**src/rtl/floo_serial_link_vc_mux.sv**
```systemverilog
// Merges req/rsp flits into one VC-tagged stream with per-VC credits and round-robin arbitration.
// Latency 1 cycle, output held under !ready_i, no input accepted then; FLOO_SL_VC_MUX_STALL_CNT_EN adds stall counters.
module floo_serial_link_vc_mux #(
   parameter int unsigned ReqWidth   = 64,
   parameter int unsigned RspWidth   = 64,
   parameter int unsigned NumCredits = 8,
   parameter int unsigned DataWidth  = (ReqWidth > RspWidth) ? ReqWidth : RspWidth
) (
   input  logic                 clk_i,
   input  logic                 rst_ni,
   input  logic                 req_valid_i,
   output logic                 req_ready_o,
   input  logic [ReqWidth-1:0]  req_data_i,
   input  logic                 rsp_valid_i,
   output logic                 rsp_ready_o,
   input  logic [RspWidth-1:0]  rsp_data_i,
   output logic                 valid_o,
   input  logic                 ready_i,
   output logic [DataWidth-1:0] data_o,
   output logic                 vc_o,
   input  logic                 credit_valid_i,
   input  logic                 credit_vc_i,
   output logic                 credit_err_o,
   output logic [1:0][15:0]     stall_cnt_o
);
   localparam int unsigned CntWidth = $clog2(NumCredits + 1);
   localparam logic [CntWidth-1:0] CreditMax = CntWidth'(NumCredits);

   typedef struct packed {
      logic                 vc;
      logic [DataWidth-1:0] data;
   } flit_t;

   logic [1:0][CntWidth-1:0] credits_q;
   logic [1:0]               flit_valid;
   logic [1:0]               elig;
   logic [1:0]               grant;
   logic [1:0]               credit_ret;
   logic                     load_en;
   logic                     prio_q;
   flit_t                    flit_in;
   flit_t                    out_q;

   assign flit_valid = {rsp_valid_i, req_valid_i};
   assign load_en    = !valid_o || ready_i;

   always_comb begin
      for (int v = 0; v < 2; v++) begin
         elig[v]       = flit_valid[v] && (credits_q[v] != '0);
         credit_ret[v] = credit_valid_i && (credit_vc_i == 1'(v));
      end
   end

   // prio_q names the VC that wins a tie; it always points away from the last grant.
   always_comb begin
      grant = '0;
      if (load_en) begin
         if (&elig) grant[prio_q] = 1'b1;
         else       grant = elig;
      end
   end

   assign req_ready_o  = grant[0];
   assign rsp_ready_o  = grant[1];
   assign flit_in.vc   = grant[1];
   assign flit_in.data = grant[1] ? DataWidth'(rsp_data_i) : DataWidth'(req_data_i);

   always_ff @(posedge clk_i or negedge rst_ni) begin
      if (!rst_ni) begin
         valid_o <= 1'b0;
         out_q   <= '0;
         prio_q  <= 1'b0;
      end else if (load_en) begin
         valid_o <= |grant;
         if (|grant) begin
            out_q  <= flit_in;
            prio_q <= ~grant[1];
         end
      end
   end

   assign data_o = out_q.data;
   assign vc_o   = out_q.vc;

   // Credits are consumed at the input handshake so a held output flit already owns its slot.
   always_ff @(posedge clk_i or negedge rst_ni) begin
      if (!rst_ni) begin
         credits_q    <= {2{CreditMax}};
         credit_err_o <= 1'b0;
      end else begin
         for (int v = 0; v < 2; v++) begin
            if (grant[v] && !credit_ret[v]) begin
               credits_q[v] <= credits_q[v] - 1'b1;
            end else if (credit_ret[v] && !grant[v]) begin
               if (credits_q[v] == CreditMax) credit_err_o <= 1'b1;
               else                           credits_q[v] <= credits_q[v] + 1'b1;
            end
         end
      end
   end

`ifdef FLOO_SL_VC_MUX_STALL_CNT_EN
   always_ff @(posedge clk_i or negedge rst_ni) begin
      if (!rst_ni) begin
         stall_cnt_o <= '0;
      end else begin
         for (int v = 0; v < 2; v++) begin
            if (flit_valid[v] && (credits_q[v] == '0) && (stall_cnt_o[v] != 16'hFFFF))
               stall_cnt_o[v] <= stall_cnt_o[v] + 16'd1;
         end
      end
   end
`else
   assign stall_cnt_o = '0;
`endif

endmodule

```
**config.mk**
```make
export PLATFORM = sky130hd
export DESIGN_NAME = floo_serial_link_vc_mux
export DESIGN_NICKNAME = d
export VERILOG_FILES = /design/src/rtl/floo_serial_link_vc_mux.sv
export SDC_FILE = /design/constraint.sdc
export NUM_CORES = 1
export LEC_CHECK = 0
export CAP_MARGIN = 20
export CORE_ASPECT_RATIO = 1.4
export CORE_UTILIZATION = 35
export CTS_BUF_LIST = sky130_fd_sc_hd__clkbuf_8
export CTS_CLUSTER_SIZE = 16
export DETAILED_ROUTE_END_ITERATION = 7
export PLACE_DENSITY = 0.75
export SYNTH_ARGS = -nofsm -noshare
export SYNTH_HDL_FRONTEND = slang
export SYNTH_SLANG_ARGS = --single-unit
```
**constraint.sdc**
```tcl
create_clock -name clk_i -period 3.59 [get_ports clk_i]
set_input_delay 0.5385 -clock clk_i [delete_from_list [all_inputs] [get_ports clk_i]]
set_output_delay 0.5385 -clock clk_i [all_outputs]
set_load 0.01 [all_outputs]
```
==> metrics.md <==
| Metric | Value |
|---|---|
| Critical register-to-register path startpoint | `credits_q[1]$_DFFE_PN0P_` |
| Total setup violations reported at the end of the flow | `0` |
| Detail-routed via count per cell | `between 4 and 5` |
| Yosys reg bits | `76` |
| Unrepaired setup endpoints after global routing | `no` |
| Mean instance size in the synthesized netlist | `10.1 um2` |
| DIE AREA | `approximately 0.012 mm2` |
| Antenna cells | `0` |
| Type of the tightest min-delay check | `flip-flop to flip-flop` |
| CTS-repair resized insts | `0` |
| Number of clock sinks | `76` |
| Worst path bufs/invs | `2` |
| Deepest level of the CTS H-tree | `3` |
| Worst path max stage delay | `approximately 740 ps` |
| Combined global-route utilization of all metal layers | `0.181` |
| I/O Pins | `roughly 240` |
| Antenna-violating nets left | `0` |
| Start-to-end type of the worst setup path | `flip-flop to output port` |
| Transition time at the pin with the least slew margin | `around 750 ps` |
| Total clock buffers created by CTS | `9` |
| Die height | `roughly 130 um` |
| Sum of overflow across all layers after global routing | `0` |
| Number of antenna violations at the first check in global routing | `0` |
| Reg-to-reg setup timing slack | `between 600 and 700 ps` |
| Insertion delay to the later sink of the worst-skew pair | `roughly 350 ps` |
| Most frequently used flop master after synthesis | `dfrtp_1` |
| Count of unresolved DRC violations after routing | `0` |
| Count of routing violations after the opening detailed-route iteration | `98` |
| Highest-count cells in the layout ignoring fill and taps | `clkdlybuf4s50_1, dfrtp_1, a21oi_1, nor2_1, mux2i_1` |
| Worst Path Required | `3050 ps` |
| Wire length of the first global-routing pass | `around 17000 um` |
| Max-capacitance violation count | `0` |
| Maximum clock rate | `around 330 MHz` |
| Post-DR wirelength/cell | `between 10 and 15 um` |
| Sequential element share of the synthesized area | `0.477` |
| Clock Tree Root | `clkbuf_8` |
| Static leakage | `2.88 nW` |
| Number of placement rows | `45` |
| Maximum VDD drop | `370 uV` |
| Total Neg Setup Slack | `0 ps` |
| Hold worst-path end | `credit_err_o$_DFF_PN0_` |
| Most common cell after layout, fill and taps aside | `clkdlybuf4s50_1` |
| Met1 capacity usage during global routing | `0.199` |
| Initial core utilization | `0.364` |
| Final instance count without filler cells | `734` |
| Die Wd | `about 92 um` |
| Cells after DPL | `717` |
| Clock skew after layout | `around 12 ps` |
| Critical path capture point type | `output port` |
| # port buffers | `roughly 200` |
| Utilization after layout | `0.570` |
| Number of iterations in the first detailed-routing pass | `4` |
| Clock Path Buffers | `2` |
| Share of post-route cells with drive strength above 1 | `0.0405` |
| GR Layer Usage met2 | `0.324` |
| Synthesis-to-finish area growth | `56.7%` |
| Worst r2r dst | `credits_q[3]$_DFFE_PN1P_` |
| Hold Crit Depth | `2` |
| Remaining max-slew budget at the tightest pin | `0.493` |
| Register cell area after layout | `0.00190 mm2` |
| Crit path time final | `2990 ps` |
| Max-slew violations | `0` |
| Wire length after detailed routing | `~10000 um` |
| Slowest-stage cell, CP | `o41ai_2` |
| Result of the run | `complete, no violations` |
| Arrival time of the worst setup path | `about 2500 ps` |
| Total power per unit cell area | `a little over 700 mW/mm2` |
| Count of flip-flops with a built-in enable after synthesis | `0` |
| Startpoint type of the worst setup path | `flip-flop` |
| Total number of vias | `3413` |
| Multi-input combinational cell area | `roughly 0.0018 mm2` |
| Placed wire-length estimate after detailed placement | `7820 um` |
| Portion of the clock cycle consumed by the worst path in the final layout | `0.832` |
| Min-delay src | `credit_err_o$_DFF_PN0_` |
| Cell Chain, Critical Path | `o41ai_2, o2111ai_4, inv_1, clkdlybuf4s50_1` |
| Ys async rst share | `1.00` |
| Routability cong. | `0.788` |
| Standard cell core area | `between 0.01 and 0.015 mm2` |
| Most congested layer reported by global routing | `met2` |
| Worst path top cell family by delay | `compound AO/OA/AOI/OAI gates` |
| Warning count from the yosys run | `0` |
| Reg clk slew, reported paths | `about 70 ps` |
| Post-synthesis instance total | `395` |
| Met3 track demand over resource | `0.0337` |
| Worst reg-to-reg path cell count | `9` |
| Fin nets | `approximately 730` |
| Number of unique standard cell types used by synthesis | `34` |
| Final Hold Violating Endpoints | `0` |
| Number of buffers inserted to repair setup after CTS | `0` |
| Number of global-route vias before repair | `between 3000 and 4000` |
| Max FO, Critical Path | `6` |
| Clock tree from TritonCTS | `done` |
| Pin count of the biggest net entering global routing | `~130` |
| Filler Cells Inserted | `between 900 and 1000` |
| Post-Syn Area | `roughly 0.004 mm2` |
[registers in the layout, summed over array words and instances (netlist names)]
| name | cells |
|---|---|
| credit_err_o | 1 |
| vc_o | 1 |
| credits_q | 8 |
| prio_q | 1 |
| data_o | 64 |
| valid_o | 1 |
[worst register-to-register path, stage by stage, from the launching register on]
cell and delay, ps:
dfrtp_1 460, o41ai_2 740, a311o_1 250, inv_1 70, ha_1 260, ha_1 340
a21oi_1 180, a21oi_1 100, nor3_1 310, xor2_1 200
[through the flow]
| stage | total power, mW | hold WS, ps | cell area, um2 | setup slack (ps) |
|---|---|---|---|---|
| 6_report | 4.53 | 512 | 6260 | 603 |
| 3_3_place_gp | 3.69 | 501 | 5990 | 828 |
| 5_1_grt | 4.85 | 518 | 6260 | 413 |
| 4_1_cts | 4.59 | 359 | 6220 | 578 |
| 3_5_place_dp | 3.78 | 511 | 5990 | 575 |
| 2_1_floorplan | 2.65 | 243 | 4110 | 785 |
[power breakdown]
part	internal, mW	leakage (nW)	switching, mW
combinational	1.19	1.91	0.979
clock	0.475	0.120	0.304
sequential	1.29	0.845	0.298
[metal layers]
metal | vias to the layer above | routed length, um
met2 | 157 | 5580
li1 | 1667 | -
met5 | - | 0
met4 | 0 | 349
met3 | 22 | 671
met1 | 1567 | 3870
[kinds of logic (layout without fill, tap and decap cells)]
group,after synthesis,after routing,share of synthesized area
other,1,32,0.000939
flip-flops,76,76,0.477
adder cells (fa/ha/maj),9,9,0.0301
AND/OR/NAND/NOR,92,92,0.0971
XOR/XNOR,7,7,0.0153
AO/OA/AOI/OAI,81,81,0.111
buffers and inverters,65,232,0.108
multiplexers,64,64,0.160
[synth_stat cells, drive strengths merged (2+ instances only)]
master,instances,area (um2)
o41ai,3,33.8
clkbuf,15,56.3
xnor2,3,26.3
nand2b,4,25.0
ha,8,100
dfrtp,74,1850
inv,10,37.5
a21oi,69,345
mux2i,64,641
dfstp,2,52.6
nor2,66,248
nand3,3,15.0
o21ai,4,20.0
nor3,4,20.0
xor2,4,35.0
buf,40,338
nand2,9,33.8
[how the worst max path moves through the flow]
| stage | endpoint | startpoint | cells past startpoint | slack [ps] |
|---|---|---|---|---|
| finish | rsp_ready_o | credits_q[1]$_DFFE_PN0P_ | 4 | 600 |
| global route | credits_q[3]$_DFFE_PN1P_ | credits_q[1]$_DFFE_PN0P_ | 9 | 410 |
| CTS | rsp_ready_o | credits_q[1]$_DFFE_PN0P_ | 4 | 580 |
| detailed placement | credits_q[3]$_DFFE_PN1P_ | req_valid_i | 10 | 570 |
| global placement | credits_q[6]$_DFFE_PN0P_ | req_valid_i | 11 | 830 |
| floorplan | credits_q[6]$_DFFE_PN0P_ | credits_q[5]$_DFFE_PN0P_ | 13 | 790 |
[final cells by class]
type	instances	share of cell area
clock buffers	10	0.0220
clock inverters	5	0.0162
inverters	10	0.00599
multi-input cells	285	0.287
flip-flops and latches	76	0.304
well taps	141	0.0282
repair buffers	207	0.336
[repair_timing]
action                     in CTS  in global routing
setup endpoints to repair       0                  0
hold buffers                    0                  1
hold endpoints to repair        0                  4
Note: power is estimated with default switching activity, not from simulation.
